### config.mk
export PLATFORM = sky130hd
export DESIGN_NAME = mmu_pager_flat
export DESIGN_NICKNAME = d
export VERILOG_FILES = /design/src/rtl/mmu_pager_pkg.sv /design/src/rtl/mmu_pager_if.sv /design/src/rtl/mmu_pager_fault_check.sv /design/src/rtl/mmu_pager.sv /design/src/flat_wrapper.sv
export SDC_FILE = /design/constraint.sdc
export NUM_CORES = 1
export LEC_CHECK = 0
export ABC_AREA = 0
export CAP_MARGIN = 5
export CORE_ASPECT_RATIO = 1.4
export CORE_UTILIZATION = 45
export DETAILED_ROUTE_END_ITERATION = 8
export SLEW_MARGIN = 20
export SYNTH_ARGS = -nofsm -noshare
export SYNTH_HDL_FRONTEND = slang
export SYNTH_SLANG_ARGS = --single-unit
### constraint.sdc
create_clock -name clk -period 7.8 [get_ports clk]
set_input_delay 1.56 -clock clk [delete_from_list [all_inputs] [get_ports clk]]
set_output_delay 1.56 -clock clk [all_outputs]
set_load 0.03 [all_outputs]
### src/rtl/mmu_pager_pkg.sv
// mmu_pager shared definitions: PTE layout, fault codes, FSM states.
// Build option: MMIO_FAR_EN maps the fault status register into slot 15.
package mmu_pkg;

  localparam int PTE_V      = 0;
  localparam int PTE_W      = 1;
  localparam int PTE_U      = 2;
  localparam int PTE_D      = 3;
  localparam int PPN_LSB    = 8;
  localparam int PAGE_SHIFT = 12;

  typedef enum logic [1:0] {
    FC_NONE = 2'b00,
    FC_INV  = 2'b01,
    FC_WP   = 2'b10,
    FC_PRIV = 2'b11
  } fault_cause_e;

  typedef enum logic {
    IDLE,
    FAULTED
  } pf_state_e;

endpackage

### src/rtl/mmu_pager_if.sv
// Bus between cpu memory port, mmu_pager and RAM.
// master = cpu side driving requests; slave = the pager.
interface mmu_pager_if #(
  parameter int PA_W = 20
);

  logic [15:0]     vaddr;
  logic [15:0]     cpu_wdata;
  logic            cpu_we;
  logic            cpu_re;
  logic            cpu_be;
  logic            paging_en;
  logic            sup_mode;
  logic            fault_ack;
  logic [PA_W-1:0] paddr;
  logic            ram_we;
  logic            ram_re;
  logic            ram_be;
  logic [15:0]     ram_wdata;
  logic            mmio_hit;
  logic [15:0]     mmio_rdata;
  logic            page_fault;
  logic [1:0]      fault_cause;

  modport master (
    output vaddr, cpu_wdata,
    output cpu_we, cpu_re, cpu_be,
    output paging_en, sup_mode,
    output fault_ack,
    input  paddr, ram_we, ram_re,
    input  ram_be, ram_wdata,
    input  mmio_hit, mmio_rdata,
    input  page_fault, fault_cause
  );

  modport slave (
    input  vaddr, cpu_wdata,
    input  cpu_we, cpu_re, cpu_be,
    input  paging_en, sup_mode,
    input  fault_ack,
    output paddr, ram_we, ram_re,
    output ram_be, ram_wdata,
    output mmio_hit, mmio_rdata,
    output page_fault, fault_cause
  );

endinterface

### src/rtl/mmu_pager_fault_check.sv
// Combinational PTE permission check for one access.
// Takes only the V/W/U flag bits so a TLB can reuse it.
module mmu_fault_check
  import mmu_pkg::*;
(
  input  logic [PTE_U:PTE_V] pte,
  input  logic               we,
  input  logic               re,
  input  logic               sup_mode,
  input  logic               paging_en,
  output fault_cause_e       cause
);

  logic act;
  logic inv;
  logic wp;
  logic pv;

  assign act = paging_en & (we | re);
  assign inv = act & ~pte[PTE_V];
  assign wp  = act & pte[PTE_V]
             & we & ~pte[PTE_W];
  assign pv  = act & pte[PTE_V]
             & ~(we & ~pte[PTE_W])
             & ~sup_mode & ~pte[PTE_U];

  // Exclusive terms encode invalid > wp > privilege
  always_comb begin
    cause = FC_NONE;
    unique case (1'b1)
      inv:     cause = FC_INV;
      wp:      cause = FC_WP;
      pv:      cause = FC_PRIV;
      default: cause = FC_NONE;
    endcase
  end

endmodule

### src/rtl/mmu_pager.sv
// Paging unit: 16-entry PTE file, MMIO window, sticky fault.
// Build option: MMIO_FAR_EN (status register replaces PTE15).
module mmu_pager
  import mmu_pkg::*;
#(
  parameter int          PA_W      = 20,
  parameter logic [15:0] MMIO_BASE = 16'hFFC0,
  parameter logic [15:0] PTE_RESET = 16'h0000
) (
  input logic        clk,
  input logic        reset,
  mmu_pager_if.slave bus
);

  localparam int PPN_W = PA_W - PAGE_SHIFT;
  localparam logic [16:0] MMIO_TOP =
    {1'b0, MMIO_BASE} + 17'd31;

  logic [15:0]      pte_q [16];
  logic [15:0]      far_q;
  logic [15:0]      far_d;
  fault_cause_e     cause_q;
  fault_cause_e     cause_d;
  pf_state_e        state_q;
  pf_state_e        state_d;

  logic [3:0]       vpn;
  logic [3:0]       idx;
  logic             hit;
  logic             acc;
  logic             pte_we;
  logic [PPN_W-1:0] ppn_cur;
  logic [2:0]       flg_cur;
  logic [15:0]      slot;
  fault_cause_e     chk_cause;
  fault_cause_e     cause_now;
  logic             ok;

  assign vpn = bus.vaddr[15:12];
  assign idx = bus.vaddr[4:1];
  assign acc = bus.cpu_we | bus.cpu_re;
  assign hit = (bus.vaddr >= MMIO_BASE)
             && ({1'b0, bus.vaddr} <= MMIO_TOP);

  // PTE fields for the page being translated
  always_comb begin
    ppn_cur = pte_q[vpn][PPN_LSB +: PPN_W];
    flg_cur = pte_q[vpn][PTE_U:PTE_V];
`ifdef MMIO_FAR_EN
    if (vpn == 4'hF) begin
      ppn_cur = PPN_W'(8'h0F);
      flg_cur = 3'b011;
    end
`endif
  end

  mmu_fault_check u_chk (
    .pte       (flg_cur),
    .we        (bus.cpu_we),
    .re        (bus.cpu_re),
    .sup_mode  (bus.sup_mode),
    .paging_en (bus.paging_en),
    .cause     (chk_cause)
  );

  // MMIO is checked on privilege only
  always_comb begin
    cause_now = chk_cause;
    if (hit) begin
      cause_now = (acc & ~bus.sup_mode)
                ? FC_PRIV : FC_NONE;
    end
  end

  assign ok = (cause_now == FC_NONE) & ~hit;

  assign bus.ram_we    = bus.cpu_we & ok;
  assign bus.ram_re    = bus.cpu_re & ok;
  assign bus.ram_be    = bus.cpu_be;
  assign bus.ram_wdata = bus.cpu_wdata;
  assign bus.mmio_hit  = hit;
  assign bus.paddr     =
    (bus.paging_en & ~hit)
      ? {ppn_cur, bus.vaddr[11:0]}
      : PA_W'(bus.vaddr);

  // Addressed MMIO slot for the cpu read mux
  always_comb begin
    slot = pte_q[idx];
`ifdef MMIO_FAR_EN
    if (idx == 4'hF) begin
      slot = {far_q[15:2], cause_q};
    end
`endif
  end

  assign bus.mmio_rdata = hit ? slot : 16'h0000;

`ifdef MMIO_FAR_EN
  assign pte_we = hit & bus.cpu_we
                & bus.sup_mode & (idx != 4'hF);
`else
  assign pte_we = hit & bus.cpu_we
                & bus.sup_mode;
`endif

  // Page table registers, written by supervisor MMIO stores
  always_ff @(posedge clk or negedge reset) begin
    if (!reset) begin
      for (int i = 0; i < 16; i++) begin
        pte_q[i] <= PTE_RESET;
      end
    end else if (pte_we) begin
      pte_q[idx] <= bus.cpu_wdata;
    end
  end

  // Sticky fault state, FAR and cause registers
  always_ff @(posedge clk or negedge reset) begin
    if (!reset) begin
      state_q <= IDLE;
      far_q   <= 16'h0000;
      cause_q <= FC_NONE;
    end else begin
      state_q <= state_d;
      far_q   <= far_d;
      cause_q <= cause_d;
    end
  end

  // Ack clears; otherwise the first fault is latched
  always_comb begin
    state_d = state_q;
    far_d   = far_q;
    cause_d = cause_q;
    if (bus.fault_ack) begin
      state_d = IDLE;
      cause_d = FC_NONE;
    end else begin
      unique case (state_q)
        IDLE: begin
          if (cause_now != FC_NONE) begin
            state_d = FAULTED;
            far_d   = bus.vaddr;
            cause_d = cause_now;
          end
        end
        FAULTED: begin
          state_d = FAULTED;
        end
        default: state_d = IDLE;
      endcase
    end
  end

  assign bus.page_fault  = (state_q == FAULTED);
  assign bus.fault_cause = cause_q;

endmodule

### src/flat_wrapper.sv
// flat-port wrapper written by rule: the top's interface ports become plain ports
module mmu_pager_flat import mmu_pkg::*;
#(
  parameter int          PA_W      = 20,
  parameter logic [15:0] MMIO_BASE = 16'hFFC0,
  parameter logic [15:0] PTE_RESET = 16'h0000
)
  (clk, reset, bus_vaddr, bus_cpu_wdata, bus_cpu_we, bus_cpu_re, bus_cpu_be, bus_paging_en, bus_sup_mode, bus_fault_ack, bus_paddr, bus_ram_we, bus_ram_re, bus_ram_be, bus_ram_wdata, bus_mmio_hit, bus_mmio_rdata, bus_page_fault, bus_fault_cause);
  mmu_pager_if #(.PA_W(PA_W)) bus_i ();
  input logic clk;
  input logic reset;
  input wire logic [$bits(bus_i.vaddr)-1:0] bus_vaddr;
  input wire logic [$bits(bus_i.cpu_wdata)-1:0] bus_cpu_wdata;
  input wire logic [$bits(bus_i.cpu_we)-1:0] bus_cpu_we;
  input wire logic [$bits(bus_i.cpu_re)-1:0] bus_cpu_re;
  input wire logic [$bits(bus_i.cpu_be)-1:0] bus_cpu_be;
  input wire logic [$bits(bus_i.paging_en)-1:0] bus_paging_en;
  input wire logic [$bits(bus_i.sup_mode)-1:0] bus_sup_mode;
  input wire logic [$bits(bus_i.fault_ack)-1:0] bus_fault_ack;
  output wire logic [$bits(bus_i.paddr)-1:0] bus_paddr;
  output wire logic [$bits(bus_i.ram_we)-1:0] bus_ram_we;
  output wire logic [$bits(bus_i.ram_re)-1:0] bus_ram_re;
  output wire logic [$bits(bus_i.ram_be)-1:0] bus_ram_be;
  output wire logic [$bits(bus_i.ram_wdata)-1:0] bus_ram_wdata;
  output wire logic [$bits(bus_i.mmio_hit)-1:0] bus_mmio_hit;
  output wire logic [$bits(bus_i.mmio_rdata)-1:0] bus_mmio_rdata;
  output wire logic [$bits(bus_i.page_fault)-1:0] bus_page_fault;
  output wire logic [$bits(bus_i.fault_cause)-1:0] bus_fault_cause;
  assign bus_i.vaddr = bus_vaddr;
  assign bus_i.cpu_wdata = bus_cpu_wdata;
  assign bus_i.cpu_we = bus_cpu_we;
  assign bus_i.cpu_re = bus_cpu_re;
  assign bus_i.cpu_be = bus_cpu_be;
  assign bus_i.paging_en = bus_paging_en;
  assign bus_i.sup_mode = bus_sup_mode;
  assign bus_i.fault_ack = bus_fault_ack;
  assign bus_paddr = bus_i.paddr;
  assign bus_ram_we = bus_i.ram_we;
  assign bus_ram_re = bus_i.ram_re;
  assign bus_ram_be = bus_i.ram_be;
  assign bus_ram_wdata = bus_i.ram_wdata;
  assign bus_mmio_hit = bus_i.mmio_hit;
  assign bus_mmio_rdata = bus_i.mmio_rdata;
  assign bus_page_fault = bus_i.page_fault;
  assign bus_fault_cause = bus_i.fault_cause;
  mmu_pager #(.PA_W(PA_W), .MMIO_BASE(MMIO_BASE), .PTE_RESET(PTE_RESET)) u_core (.clk(clk), .reset(reset), .bus(bus_i));
endmodule
==> summary.md <==
| Metric | Value |
|---|---|
| Max Fanout on Critical Path | 24 |
| Die ar. | 31240 sq um |
| Worst-case clock buffer depth | 3 |
| Final Skew | 0.01304 ns |
| Overall routed net length | 36530 um |
| Drt first pass iters | 6 |
| Slowest cell delay on critical path | 0.94 ns |
| Setup CP Type | in2out |
| Most common cell after layout, fill and taps aside | mux2_2 |
| Via count | 8170 |
| Critical Path AT | 5.00 ns |
| Max-slew headroom | 0.2812 |
| Ant diodes | 0 |
| Buf/Inv on CP | 3 |
| CP Capture Type | primary output |
| Crit path max-delay family | buffers and inverters |
| Crit path required time | 6.24 ns |
| Final hold viol count | 0 |
| Postcts setup bufs | 0 |
| Via density per instance | 6.203 |
| Register area share after synthesis | 0.4718 |
| Port Buffer Count | 94 |
| Static leakage | 7.171 nW |
| RSZ-0062 raised after global routing | false |
| Pins Over Slew Limit | 0 |
| Total Routing Usage GR | 0.2452 |
| Antenna-violating nets left | 0 |
| Initial DRC Count | 450 |
| CTS H-tree depth | 1 |
| Wirelength per Cell | 27.74 um |
| Max Cap Viol | 0 |
| Final HPWL DP | 21160 um |
| Number of remaining DRC errors | 0 |
| YS warnings | 0 |
| CTS tree | done |
| Slowest cell on crit path | clkdlybuf4s50_1 |
| Maximum vdd drop | 153.0 uV |
| Clock Sink Count | 259 |
| Cells along the critical path | clkdlybuf4s50_1 > nand2_1 > or4_1 > buf_4 > nand2_1 > a21oi_1 > a21oi_1 > a31o_2 > clkdlybuf4s50_1 |
| Clk pwr share | 0.454 |
| Period utilization | 0.8408 |
| Grt ovf | 0 |
| Most frequent cells in the layout | mux2_2, dfrtp_1, mux4_2 |
| Min-Delay Path Class | reg2reg |
| Final Critical Period | 6.559 ns |
| Fmax | 152.5 MHz |
| Endpoints failing setup | 0 |
| Yosys cell types | 48 |
| Critical Path Start Type | input pin |
| Cell area after synthesis | 13740 sq um |
| Vias in the first global route | 8890 |
| Clk_lat worst skew | 0.55 ns |
| DIE HEIGHT | 208.7 um |
| Initial antenna violation count | 0 |
| Hold_buf cts | 0 |
| Final hold slack | 0.5000 ns |
| Row count | 75 |
| Clock-pin slew on the worst setup and hold paths | 0.06 ns |
| Net Sw Frac | 0.2369 |
| Cts bufs inserted | 27 |
| Sequential power share | 0.472 |
| Syn Nets | 923 |
| Setup WS pre-CTS | 1.307 ns |
| Core Region | 30030 sq um |
| GPL Wtd Cong | 0.7751 |
| Average size of a mapped cell | 15.56 sq um |
| CTS root buffer | clkbuf_16 |
| Logic pwr share | 0.074 |
| Post-synthesis cell count | 883 |
| PwrDens | 184.0 nW/um^2 |
| Int Pwr | 2.176 mW |
| IO Count | 99 |
| Pin count of the biggest net entering global routing | 180 |
| Status | finished, final reports clean |
| Layout Nets | 954 |
| #FFs+latches synth | 259 |
| Setup WS post-layout | 1.241 ns |
| Die W | 149.7 um |
| Setup tns final | 0 ns |
| First-pass GRT wire length | 56000 um |
| Slew @ Worst Pin | 1.078 ns |
| CTS resizes | 0 |
| Area grow syn2layout | 12.81% |
| Fraction of layout cells with a size suffix above 1 | 0.5000 |
| Initial Util | 0.4575 |
| Sw Pwr | 0.6756 mW |
[sequential cells by signal, indices dropped and copies added (netlist names)]
signal / cells
u_core.pte_q: 256
u_core.bus.page_fault: 1
u_core.bus.fault_cause: 2
[stage by stage]
step / area [sq um] / power (mW) / util / cells
after floorplan: 13740 / 1.492 / - / 883
after global placement: 14610 / 1.580 / 0.4867 / 1270
after detailed placement: 14610 / 1.585 / 0.4867 / 1270
after CTS: 15500 / 2.882 / 0.5160 / 1317
after global routing: 15500 / 2.945 / 0.5160 / 1317
final: 15500 / 2.852 / 0.5160 / 1317
[worst paths after layout]
check                                                   from                                     to  slack (ns)  cells past startpoint
worst max-delay path                           bus_vaddr[15]                          bus_paddr[14]        1.24                      9
worst min-delay path            u_core.pte_q[83]$_DFFE_PN0P_           u_core.pte_q[83]$_DFFE_PN0P_        0.50                      1
worst max register to register  u_core.pte_q[82]$_DFFE_PN0P_  u_core.bus.fault_cause[0]$_DFFE_PN0P_        5.67                      6
worst min register to register  u_core.pte_q[83]$_DFFE_PN0P_           u_core.pte_q[83]$_DFFE_PN0P_        0.50                      1
max in group asynchronous                              reset           u_core.pte_q[28]$_DFFE_PN0P_        5.36                      2
min in group asynchronous                              reset          u_core.pte_q[243]$_DFFE_PN0P_        1.00                      1
[routing by layer]
metal  wire length (um)  track usage  up-vias
met5                  0            0        -
met3               1735      0.03712       69
met4               1201      0.09161        0
met2              18560       0.4047      245
li1                   -            -     3392
met1              15040       0.3264     4464
[logic make-up (layout without fill, tap and decap cells)]
kind of cell	count (synthesis)	in the layout	share of synthesized area
multiplexers	400	400	0.4265
buffers and inverters	111	160	0.04937
AND/OR/NAND/NOR	82	82	0.03680
AO/OA/AOI/OAI	31	31	0.01557
flip-flops	259	259	0.4718
[power by group through the flow]
stage               combinational (mW)  sequential (mW)  clock (mW)
floorplan                        0.118             1.37           0
global placement                 0.209             1.37           0
detailed placement               0.214             1.37           0
CTS                              0.214             1.35        1.32
global route                     0.227             1.35        1.37
finish                           0.210             1.35        1.30
[synthesized netlist by cell type (all sizes together)]
master / count / area share
mux2: 262 / 0.21
dfrtp: 259 / 0.47
mux4: 122 / 0.20
buf: 70 / 0.038
clkbuf: 35 / 0.010
nor2b: 21 / 0.0096
nand2: 18 / 0.0071
mux2i: 16 / 0.012
nor2: 12 / 0.0038
a21oi: 7 / 0.0026
inv: 6 / 0.0016
nand3: 6 / 0.0022
and2: 4 / 0.0018
and3: 4 / 0.0018
o21ai: 4 / 0.0015
nand2b: 3 / 0.0014
nor3b: 3 / 0.0025
o21bai: 3 / 0.0016
o31ai: 3 / 0.0016
a211oi: 2 / 0.0011
a22oi: 2 / 0.0015
a31oi: 2 / 0.00091
and3b: 2 / 0.0013
nand4: 2 / 0.00091
nor3: 2 / 0.00073
o22ai: 2 / 0.00091
a21o: 1 / 0.00055
a311oi: 1 / 0.00064
a31o: 1 / 0.00064
a41o: 1 / 0.00073
and2b: 1 / 0.00055
nand4b: 1 / 0.00064
nor4: 1 / 0.0015
o211a: 1 / 0.00073
o221ai: 1 / 0.00064
or2: 1 / 0.00046
or4: 1 / 0.00055
[layout make-up]
class,instances,area [sq um]
Clock inverter,5,50.05
Tap cell,385,481.7
Inverter,6,22.52
Clock buffer,42,832.0
Sequential cell,259,6481
Timing Repair Buffer,107,1046
Multi-Input combinational cell,513,6583
Fill cell,2487,14530
(Power assumes the default switching activity.)
